$ cat config.mk
export PLATFORM = sky130hd
export DESIGN_NAME = demux_collect8
export DESIGN_NICKNAME = d
export VERILOG_FILES = /design/src/rtl/demux_collect8.sv
export SDC_FILE = /design/constraint.sdc
export NUM_CORES = 1
export LEC_CHECK = 0
export ABC_AREA = 1
export CORE_ASPECT_RATIO = 1.1
export CORE_MARGIN = 3
export CORE_UTILIZATION = 25
export DETAILED_ROUTE_END_ITERATION = 7
export HOLD_SLACK_MARGIN = 0.03
export RECOVER_POWER = 25
export SETUP_SLACK_MARGIN = 0.05
export SYNTH_ARGS = -nofsm -noshare
export SYNTH_HDL_FRONTEND = slang
export SYNTH_SLANG_ARGS = --single-unit
$ cat constraint.sdc
create_clock -name clk -period 2.8 [get_ports clk]
set_input_delay 0.28 -clock clk [delete_from_list [all_inputs] [get_ports clk]]
set_output_delay 0.28 -clock clk [all_outputs]
set_load 0.05 [all_outputs]
$ cat src/rtl/demux_collect8.sv
// demux_collect8: routes a result stream into 8 registered lanes and
// hands the completed set of lanes downstream through a valid/ready handshake.
module demux_collect8 #(
    parameter int unsigned WIDTH = 1
) (
    input  logic             clk,
    input  logic             rst_n,
    input  logic             mode,
    input  logic [2:0]       F,
    input  logic [WIDTH-1:0] D,
    input  logic             in_valid,
    output logic             in_ready,
    input  logic             clear,
    output logic [WIDTH-1:0] O0,
    output logic [WIDTH-1:0] O1,
    output logic [WIDTH-1:0] O2,
    output logic [WIDTH-1:0] O3,
    output logic [WIDTH-1:0] O4,
    output logic [WIDTH-1:0] O5,
    output logic [WIDTH-1:0] O6,
    output logic [WIDTH-1:0] O7,
    output logic [7:0]       lane_vld,
    output logic             out_valid,
    input  logic             out_ready
);

    typedef enum logic [1:0] {StIdle, StFill, StFull} state_e;

    state_e           state_q, state_d;
    logic [7:0]       vld_q, vld_d;
    logic [2:0]       ptr_q, ptr_d;
    logic             mode_q, mode_d;
    logic [WIDTH-1:0] data_q [8];

    logic             wr_en;
    logic             eff_mode;
    logic [2:0]       target;

    // Next-state decode: clear wins over everything, then the bundle handshake, then writes.
    always_comb begin
        state_d  = state_q;
        vld_d    = vld_q;
        ptr_d    = ptr_q;
        mode_d   = mode_q;
        wr_en    = 1'b0;
        // The mode seen on the first write of a bundle governs the whole bundle.
        eff_mode = (state_q == StIdle) ? mode : mode_q;
        target   = eff_mode ? ptr_q : (3'd7 - F);

        if (clear) begin
            state_d = StIdle;
            vld_d   = '0;
            ptr_d   = '0;
        end else begin
            unique case (state_q)
                StFull: begin
                    if (out_ready) begin
                        state_d = StIdle;
                        vld_d   = '0;
                        ptr_d   = '0;
                    end
                end
                StIdle, StFill: begin
                    if (in_valid) begin
                        wr_en = 1'b1;
                        vld_d = vld_q | (8'b1 << target);
                        if (eff_mode) begin
                            ptr_d = ptr_q + 3'd1;
                        end
                        if (state_q == StIdle) begin
                            mode_d = mode;
                        end
                        state_d = (vld_d == 8'hFF) ? StFull : StFill;
                    end
                end
                default: state_d = StIdle;
            endcase
        end
    end

    // Control state register with synchronous active-low reset.
    always_ff @(posedge clk) begin
        if (!rst_n) begin
            state_q <= StIdle;
            vld_q   <= '0;
            ptr_q   <= '0;
            mode_q  <= 1'b0;
        end else begin
            state_q <= state_d;
            vld_q   <= vld_d;
            ptr_q   <= ptr_d;
            mode_q  <= mode_d;
        end
    end

    // Lane data registers; only reset and accepted writes change them.
    always_ff @(posedge clk) begin
        if (!rst_n) begin
            for (int k = 0; k < 8; k++) begin
                data_q[k] <= '0;
            end
        end else if (wr_en) begin
            data_q[target] <= D;
        end
    end

    assign in_ready  = (state_q != StFull);
    assign out_valid = (state_q == StFull);
    assign lane_vld  = vld_q;

    assign O0 = data_q[0];
    assign O1 = data_q[1];
    assign O2 = data_q[2];
    assign O3 = data_q[3];
    assign O4 = data_q[4];
    assign O5 = data_q[5];
    assign O6 = data_q[6];
    assign O7 = data_q[7];

endmodule

# Word level (Yosys, flattened, before mapping)
# Memories as Yosys holds them, arrays and structs flattened.
# Cells that the tools add are included.
# word_totals
register_bits	14
mem_bits_rw	8
out_inout_bits	18
wordCells	50
mem_count	1
# memory_table
name	words	word_bits	rd	rd_clocked_by_memory_dff	wr	line	text
data_q	8	1	8	0	8	33	logic [WIDTH-1:0] data_q [8];
# classes
addsub	2
n_eq_ne	7
n_shift	1
n_mux	23
bitwise_logic	3
n_reduce_logical	9
# op_table
cell	n
$mux 8	2
$pmux 8 s2	1
$mux 3	5
$mux 1	10
$eq 8x8->1 const B	1
$or 8x8->8	1
$shl 1x3->8 const A	1
$mux 2	3
$ne 2x2->1 const B	3
$pmux 3 s2	1
$reduce_and 3->1	2
$pmux 2 s2	1
$reduce_and 4->1	1
$reduce_or 2->1	2
$add 3x1->3 const B	1
$sub 3x3->3 const A	1
$eq 2x1->1 const B	1
$eq 2x2->1 const B	1
$logic_not 2->1	1
$ne 2x1->1 const B	1
$not 1->1	2
$reduce_and 2->1	1
$reduce_bool 2->1	1
$reduce_or 1->1	1

# Depth between registers and ports, before layout
# Gate-level depths: netlist of run 1.
# depth
ltp_word	9
ltp_mapped	12

# Worst setup path after synthesis of run 1
# OpenSTA, ideal clock, no wires.
# synth_timing
kind	register to register
start	register state_q[1]
end	register ptr_q[2]
arrival_ns	1.634
required_ns	2.720
path_slack_ns	1.086
path_stages_with_launch	8
path_buffers	0
cell_sequence	dfxtp_1 > inv_2 > nor2_2 > nand2_1 > nand2_2 > o21ai_1 > o21ai_0 > nor3b_1
# synth_between
word_cells_on_any_way	11
classes_between	5 x eq/ne; 2 x mux; 4 x reduce/logical
# synth_lines
item	line	text
from (decl)	29	state_e state_q, state_d;
from (signal assigned)	84	state_q <= StIdle;
from (signal assigned)	89	state_q <= state_d;
$eq 2x2->1 (*)	n/a	
via out_valid	23	output logic out_valid,
$ne 2x1->1 (no source line) / $reduce_bool 2->1 (equally long branches)	n/a	
$reduce_and 4->1 (no source line)	n/a	
to (signal assigned)	91	ptr_q <= ptr_d;
to (decl)	31	logic [2:0] ptr_q, ptr_d;
# The timed path passes the listed nets; every way through them passes the cells marked *.
# A chain may end at the register's enable or synchronous reset.

# Final worst setup path of run 1
# layout_timing
start	register state_q[1]
end	output port out_valid
# layout_between
elab_chain_len	1
# layout_rtl
item	line	text
$eq 2x2->1	108	assign out_valid = (state_q == StFull);
to (decl)	23	
# No other way between the ends.

==> reports/summary.txt, run 1 <==
run status: finished clean
Final min period: 2.02 ns
Synth Instances: 171
antenna violations before repair: 0
worst hold path type: reg2reg
Flop pwr share: 0.443
via count: 1140
postcts setup bufs: 0
drt drc: 0
Sw Ratio: 0.251
number of port buffers: 27
Post-Syn Area per Cell: 6.49 sq um
setup TNS: 0 ns
routed len/inst: 11.2 um
Yosys warning total: 0
crit end category: output port
critical path required time: 2.52 ns
Synth top area share: 0.397
Synth cell types: 18
syn_nets: 182
Resize count post-CTS: 0
diode count: 0
DRT Pass-1 Iters: 6
final RePlAce weighted congestion: 0.816
register area share after synthesis: 0.397
vias in the first global route: 1056
hold_buf cts: 0
row cnt: 24
CP Data Arrival Time: 1.74 ns
WL final: 2.85 mm
Least-Margin Pin Slew: 0.502 ns
Peak VDD IR: 0.274 mV
r2r startpoint: state_q[1]
Final HPWL DP: 2.19 mm
combinational share of power: 0.148
GRT overflow: 0
critical path class: reg2out
final setup vio count: 0
Sw Pwr: 184 uW
H-tree levels: 1
Area contributors post-synth: dfxtp_1 40%, nand3_1 12%, nand2_1 11%, nor2_1 8.8%, a21oi_1 8.1%
NumNets Final: 214
GRT Max-Usage Layer: met2
slew margin rel.: 0.664
gr usage total: 0.115
synthesized flop and latch total: 22
r2r endpoint: state_q[0]
initial drt markers: 29
RSZ-0062 raised after global routing: false
Root Buffer: clkbuf_8
P_int: 548 uW
CP max FO: 6
period utilization: 0.722
clock transition at the registers of the reported paths: 0.08 ns
power per cell area: 482 mW/mm^2
worst hold path stage count: 2
max-cap violations: 0
Static Leak: 0.628 nW
Min-Delay Startpoint: data_q[5]
vias per cell: 4.49
clk_lat worst skew: 0.27 ns
Layout Skew: 0.00298 ns
Antenna Violating Nets Remaining: 0
first-pass GRT wire length: 4.78 mm
met1 Use GR: 0.139
clk sink count: 22
GR Util met3: 0.0290
Final Util: 0.369
CTS tree: yes
clock share of power: 0.409
Core Region: 0.00411 sq mm
Synth area leader: dfxtp_1
met2 track demand over resource: 0.197
Fin. Hold Viols: 0
fin. max-slew vios: 0
IO Count: 28
Critical Path Source Type: register
Die Span X: 69.5 um
CTS Buf Count: 3
CP startpoint: state_q[1]
Hold EP: data_q[5]
Mapped Area: 0.00111 sq mm
Initial Util: 0.270
die area: 0.00528 sq mm
CTS Buffer Depth: 2
P&R area growth vs syn: 36.8%
largest net degree at the start of global routing: 14
Reg2Reg Depth: 10
chip height: 75.9 um
Fmax achieved: 495 MHz
worst reg-to-reg setup slack: 0.96 ns
layout cells sized above 1: 0.0693
## metrics by stage
| stage | power, mW | hold WS, ns | cell area [sq um] | cells | setup WS [ns] |
|---|---|---|---|---|---|
| 6_report | 0.732 | 0.494 | 1520 | 254 | 0.780 |
| 5_1_grt | 0.769 | 0.527 | 1520 | 254 | 0.675 |
| 4_1_cts | 0.741 | 0.501 | 1520 | 254 | 0.771 |
| 3_5_place_dp | 0.441 | 0.479 | 1450 | 250 | 0.872 |
| 3_3_place_gp | 0.441 | 0.473 | 1450 | 250 | 0.882 |
| 2_1_floorplan | 0.402 | 0.436 | 1110 | 171 | 1.09 |
## worst max-delay path, stage by stage (launching register included)
cell             delay (ns)
dfxtp_1                0.47
inv_2                  0.07
nor2_2                 0.12
clkdlybuf4s50_1        0.82
## worst max-delay path by stage
stage / end / slack, ns / depth (start not counted)
2_1_floorplan: ptr_q[2] / 1.09 / 7
3_3_place_gp: state_q[0] / 0.88 / 12
3_5_place_dp: data_q[6] / 0.87 / 9
4_1_cts: out_valid / 0.77 / 3
5_1_grt: state_q[0] / 0.67 / 10
6_report: out_valid / 0.78 / 3
## Yosys cell counts (all sizes together)
library cell  instances
clkbuf                1
o21ai                 8
nor3b                 1
inv                  25
nand2                36
nand3                26
nor3                  1
o211ai                1
ha                    1
a21oi                18
nand4                 1
nor2                 29
o21bai                1
dfxtp                22
## per-layer routing
metal  up-vias  wire length [um]
met1       500              1400
met3         5               110
met5         -                 0
met4         0                40
li1        614                 -
met2        21              1290
## registers in the layout, indices dropped and copies added, names as in the netlist
| name | cells |
|---|---|
| state_q | 2 |
| data_q | 8 |
| lane_vld | 8 |
| ptr_q | 3 |
| mode_q | 1 |
## cell type report
type	count	area [sq um]
inverters	25	93.8
fillers	469	2600
repair buffers	28	278
flip-flops and latches	22	440
multi-input cells	123	569
clock buffers	3	41.3
well taps	52	65.1
clock inverters	1	30.0
## power groups by stage
stage / Sequential [mW] / Combinational [mW] / Clock, mW
2_1_floorplan: 0.346 / 0.0563 / 0
3_3_place_gp: 0.332 / 0.109 / 0
3_5_place_dp: 0.332 / 0.109 / 0
5_1_grt: 0.326 / 0.120 / 0.322
4_1_cts: 0.325 / 0.110 / 0.307
6_report: 0.324 / 0.108 / 0.299
## cells by family after synthesis
logic type      after synthesis  synth area share
simple gates                 94             0.370
flops                        22             0.397
compound gates               28             0.134
buf+inv                      26            0.0879
fa+ha+maj                     1            0.0113
## placed cells by master, fill, tap and decap left out
cell type / count
ha_1: 1
nor2_1: 26
inv_2: 2
nor3b_1: 1
a21oi_1: 18
nor2_2: 3
clkdlybuf4s50_1: 26
nand2_2: 3
nor3_1: 1
clkbuf_8: 3
inv_1: 23
dfxtp_1: 22
dlygate4sd3_1: 1
bufinv_16: 1
nand2_1: 33
nand4_1: 1
nand3_1: 26
o21ai_0: 8
o211ai_1: 1
o21bai_2: 1
buf_4: 1
No activity file was read; power rests on OpenSTA's default activity.
==> run 2: changes to the inputs <==
==> constraint.sdc (replaced) <==
create_clock -name clk -period 2.1 [get_ports clk]
set_input_delay 0.21 -clock clk [delete_from_list [all_inputs] [get_ports clk]]
set_output_delay 0.21 -clock clk [all_outputs]
set_load 0.05 [all_outputs]
==> run 2 against run 1 <==
Compared with the run above:
- hold slack better by 0.0021 ns
- sequential power is 33% higher
- core utilization is 0.88 points lower
- power is 14% higher
- clock skew hardly changed
- clock power is 12% lower
- design area is 2.4% lower
- wire length is 0.95% lower
- sequential share of layout area is 0.71 points higher
- sequential cell count stayed put
- critical path type unchanged
- largest cell class unchanged
- largest power group unchanged
==> reports/summary.txt, run 2 (synthesis gave the netlist of run 1 again) <==
Initial Util: 0.270
P&R area growth vs syn: 33.5%
GRT overflow: 0
Critical Path Source Type: register
Static Leak: 0.625 nW
routed len/inst: 11.1 um
diode count: 0
row cnt: 24
fin worst setup slack: 0.134 ns
H-tree levels: 1
vias in the first global route: 1039
Die Span X: 69.5 um
vias per cell: 4.54
postcts setup bufs: 0
CTS Buf Count: 3
IO Count: 28
Fin. Hold Viols: 0
largest net degree at the start of global routing: 12
worst hold path type: reg2reg
max-cap violations: 0
worst slack at placement: 0.241 ns
hold_buf cts: 0
antenna violations before repair: 0
most common cell after layout, fill and taps aside: nand2_1
r2r startpoint: state_q[0]
critical path class: reg2out
period utilization: 0.936
gr usage total: 0.111
multi-input logic area: 563 sq um
Final min period: 1.97 ns
CP startpoint: state_q[1]
Core Region: 0.00411 sq mm
clock transition at the registers of the reported paths: 0.08 ns
final RePlAce weighted congestion: 0.825
Final HPWL DP: 2.27 mm
Antenna Violating Nets Remaining: 0
Layout Skew: 0.00292 ns
die area: 0.00528 sq mm
run status: finished clean
NumNets Final: 214
first-pass GRT wire length: 4.64 mm
Peak VDD IR: 0.557 mV
initial drt markers: 60
crit end category: output port
fin. max-slew vios: 0
Final Util: 0.360
Reg2Reg Depth: 10
CP max FO: 6
Resize count post-CTS: 0
crit path capture: out_valid
chip height: 75.9 um
worst reg-to-reg setup slack: 0.32 ns
CTS tree: yes
clk_lat worst skew: 0.26 ns
DRT Pass-1 Iters: 4
most frequent cells in the layout: 33 x nand2_1, 27 x nor2_1, 26 x nand3_1
critical path required time: 1.89 ns
Root Buffer: clkbuf_8
WL final: 2.82 mm
via count: 1148
layout cells sized above 1: 0.0448
setup TNS: 0 ns
slew margin rel.: 0.663
sequential cell area: 440 sq um
filler instances: 463
power per cell area: 565 mW/mm^2
Fmax achieved: 509 MHz
clk sink count: 22
drt drc: 0
overall power: 837 uW
final setup vio count: 0
CTS Buffer Depth: 2
Least-Margin Pin Slew: 0.503 ns
r2r endpoint: state_q[0]
CP Data Arrival Time: 1.76 ns
RSZ-0062 raised after global routing: false
number of port buffers: 27
## run 2: cell types whose count changed in the layout (fill, tap and decap cells not counted), sizes merged
cell | before | now
bufinv | 1 | 0
clkdlybuf4s50 | 26 | 24
dlygate4sd3 | 1 | 3
## run 2: worst max-delay path: stages (launching register included)
cell and delay [ns]:
dfxtp_1 0.45, inv_1 0.10, nor2_2 0.13, clkdlybuf4s50_1 0.82
## run 2: final cells by class
| cell class | instances | area share |
|---|---|---|
| multi-input combinational | 123 | 0.380 |
| sequential | 22 | 0.297 |
| timing repair buffer | 28 | 0.187 |
| inverter | 25 | 0.0633 |
| tap | 52 | 0.0439 |
| clock buffer | 3 | 0.0279 |
## run 2: metrics by stage
stage,std cells,instance area [sq um],hold WS [ns]
after CTS,253,1490,0.500
after detailed placement,250,1450,0.481
after global routing,253,1480,0.503
after global placement,250,1450,0.476
after floorplan,171,1110,0.366
final,253,1480,0.496
## run 2: worst min-delay path by stage
stage,start,endpoint,slack [ns],cells after the start
after floorplan,out_ready,state_q[1],0.37,3
after global placement,data_q[5],data_q[5],0.48,2
after detailed placement,data_q[3],data_q[3],0.48,2
after CTS,data_q[5],data_q[5],0.50,2
after global routing,data_q[5],data_q[5],0.50,2
final,data_q[5],data_q[5],0.50,2
## run 2: layer usage
metal / vias up / track usage / part of all wire / wire, um
li1: 614 / - / - / -
met1: 503 / 0.128 / 0.47 / 1320
met2: 27 / 0.204 / 0.47 / 1330
met3: 4 / 0.0369 / 0.051 / 143
met4: 0 / 0.0195 / 0.0092 / 26
met5: - / 0 / 0 / 0
## run 2: power by group
| group | internal, mW | switching [mW] | total (mW) | leakage, nW |
|---|---|---|---|---|
| registers | 0.426 | 0.00630 | 0.432 | 0.178 |
| logic | 0.0499 | 0.0928 | 0.143 | 0.425 |
| clock network | 0.128 | 0.134 | 0.263 | 0.0216 |
==> run 3: changes to the inputs <==
--- a/config.mk
+++ b/config.mk
@@ -10,7 +10,9 @@
 export CORE_MARGIN = 3
 export CORE_UTILIZATION = 25
 export DETAILED_ROUTE_END_ITERATION = 7
+export GPL_ROUTABILITY_DRIVEN = 0
 export HOLD_SLACK_MARGIN = 0.03
+export PLACE_DENSITY = 0.45
 export RECOVER_POWER = 25
 export SETUP_SLACK_MARGIN = 0.05
 export SYNTH_ARGS = -nofsm -noshare
==> run 3 against run 2 <==
Compared with the run above:
- final cell count is 0.40% higher
- power increased by 16%
- highest routed layer unchanged
- setup slack better by 0.028 ns
- maximum frequency grew 1.5%
- sequential share of layout area is 0.71 points lower
- critical path type unchanged
- clock-buffer cell count unchanged
- non-clock buffer count unchanged
- sequential power about the same
- clock skew increased by 0.00064 ns
- critical endpoint unchanged
==> reports/summary.txt, run 3 (synthesis gave the netlist of run 1 again) <==
run status: finished clean
Cell Area, Placed: 0.00145 sq mm
filler instances: 435
slew margin rel.: 0.661
Die Span X: 69.5 um
layout cells sized above 1: 0.0693
NumNets Final: 214
H-tree levels: 1
Cell Chain, Critical Path: inv_2, nor2_2, clkdlybuf4s50_1
vias in the first global route: 1119
Final HPWL DP: 2.39 mm
combinational share of power: 0.150
overall power: 975 uW
Sw Pwr: 244 uW
RSZ-0062 raised after global routing: false
Root Buffer: clkbuf_8
Fin. Hold Viols: 0
Hold WS: 0.482 ns
initial drt markers: 69
final setup vio count: 0
clock share of power: 0.407
setup TNS: 0 ns
most common cell after layout, fill and taps aside: nand2_1
drt drc: 0
worst hold path type: reg2reg
critical path class: reg2out
via count: 1131
Final min period: 1.94 ns
postcts setup bufs: 0
P&R area growth vs syn: 36.8%
gr usage total: 0.116
vias per cell: 4.45
Initial Util: 0.270
Resize count post-CTS: 0
Critical Path Source Type: register
Peak VDD IR: 0.212 mV
clock transition at the registers of the reported paths: 0.08 ns
number of port buffers: 27
fin. max-slew vios: 0
row cnt: 24
critical path required time: 1.89 ns
Core Region: 0.00411 sq mm
largest net degree at the start of global routing: 14
antenna violations before repair: 0
CP max FO: 6
Least-Margin Pin Slew: 0.506 ns
hold_buf cts: 0
power per cell area: 642 mW/mm^2
crit end category: output port
CP Buf/Inv Count: 2
die area: 0.00528 sq mm
IO Count: 28
most frequent cells in the layout: 32 x nand2_1, 27 x nor2_1, 26 x nand3_1
routed len/inst: 11.5 um
Layout Skew: 0.00356 ns
first-pass GRT wire length: 4.92 mm
CP max stage cell: clkdlybuf4s50_1
CTS Buffer Depth: 2
P_int: 731 uW
diode count: 0
period utilization: 0.923
clk sink count: 22
clk_lat worst skew: 0.26 ns
CP peak stage delay: 0.82 ns
GRT overflow: 0
DRT Pass-1 Iters: 4
Final Non-Filler Cells: 254
Flop pwr share: 0.443
Sw Ratio: 0.250
Antenna Violating Nets Remaining: 0
Static Leak: 0.638 nW
max-cap violations: 0
CP Data Arrival Time: 1.73 ns
Finished Cell Area: 0.00152 sq mm
Fmax achieved: 516 MHz
chip height: 75.9 um
CTS tree: yes
Largest delay share family, worst path: buffers and inverters
Cells after DPL: 250
CTS Buf Count: 3
WL final: 2.92 mm
## run 3: cell types whose count changed in the layout (fill, tap and decap cells not counted)
| cell | before | now |
|---|---|---|
| inv_1 | 25 | 23 |
| o21bai_2 | 0 | 1 |
| o21bai_1 | 1 | 0 |
| nand2_1 | 33 | 32 |
| inv_2 | 0 | 2 |
| nand2_2 | 3 | 4 |
| bufinv_16 | 0 | 1 |
## run 3: cell type report
class                      instances  area [sq um]  area share
sequential                        22           440       0.290
multi-input combinational        123           569       0.375
inverter                          25          93.8      0.0618
tap                               52          65.1      0.0429
clock inverter                     1          30.0      0.0198
clock buffer                       3          41.3      0.0272
timing repair buffer              28           278       0.183
## run 3: stage by stage
stage          worst slack [ns]   util
2_1_floorplan             0.386      -
3_3_place_gp              0.164  0.352
3_5_place_dp              0.186  0.352
4_1_cts                   0.126  0.370
5_1_grt                  0.0910  0.369
6_report                  0.162  0.369
## run 3: path summary, 6_finish.rpt
path                                 start    endpoint  slack, ns  cells after the start
worst max-delay path            state_q[1]   out_valid       0.16                      3
worst min register to register   data_q[3]   data_q[3]       0.48                      2
worst max register to register  state_q[0]  state_q[0]       0.32                     12
worst min-delay path             data_q[3]   data_q[3]       0.48                      2
## run 3: worst min-delay path: stages (launching register included)
cell and delay (ns):
dfxtp_1 0.33, nand3_1 0.06, o21ai_0 0.06
## run 3: metal layers
| metal | track usage | vias to the layer above | routed length (um) | share of wire |
|---|---|---|---|---|
| met2 | 0.200 | 29 | 1390 | 0.48 |
| met4 | 0.0390 | 0 | 14 | 0.0048 |
| li1 | - | 610 | - | - |
| met3 | 0.0185 | 2 | 142 | 0.049 |
| met5 | 0 | - | 0 | 0 |
| met1 | 0.149 | 490 | 1370 | 0.47 |
## run 3: power groups by stage
stage	logic, mW	registers (mW)	clock network, mW
after global placement	0.148	0.442	0
after global routing	0.163	0.433	0.426
after floorplan	0.0751	0.461	0
final	0.146	0.432	0.397
after detailed placement	0.147	0.442	0
after CTS	0.148	0.432	0.409
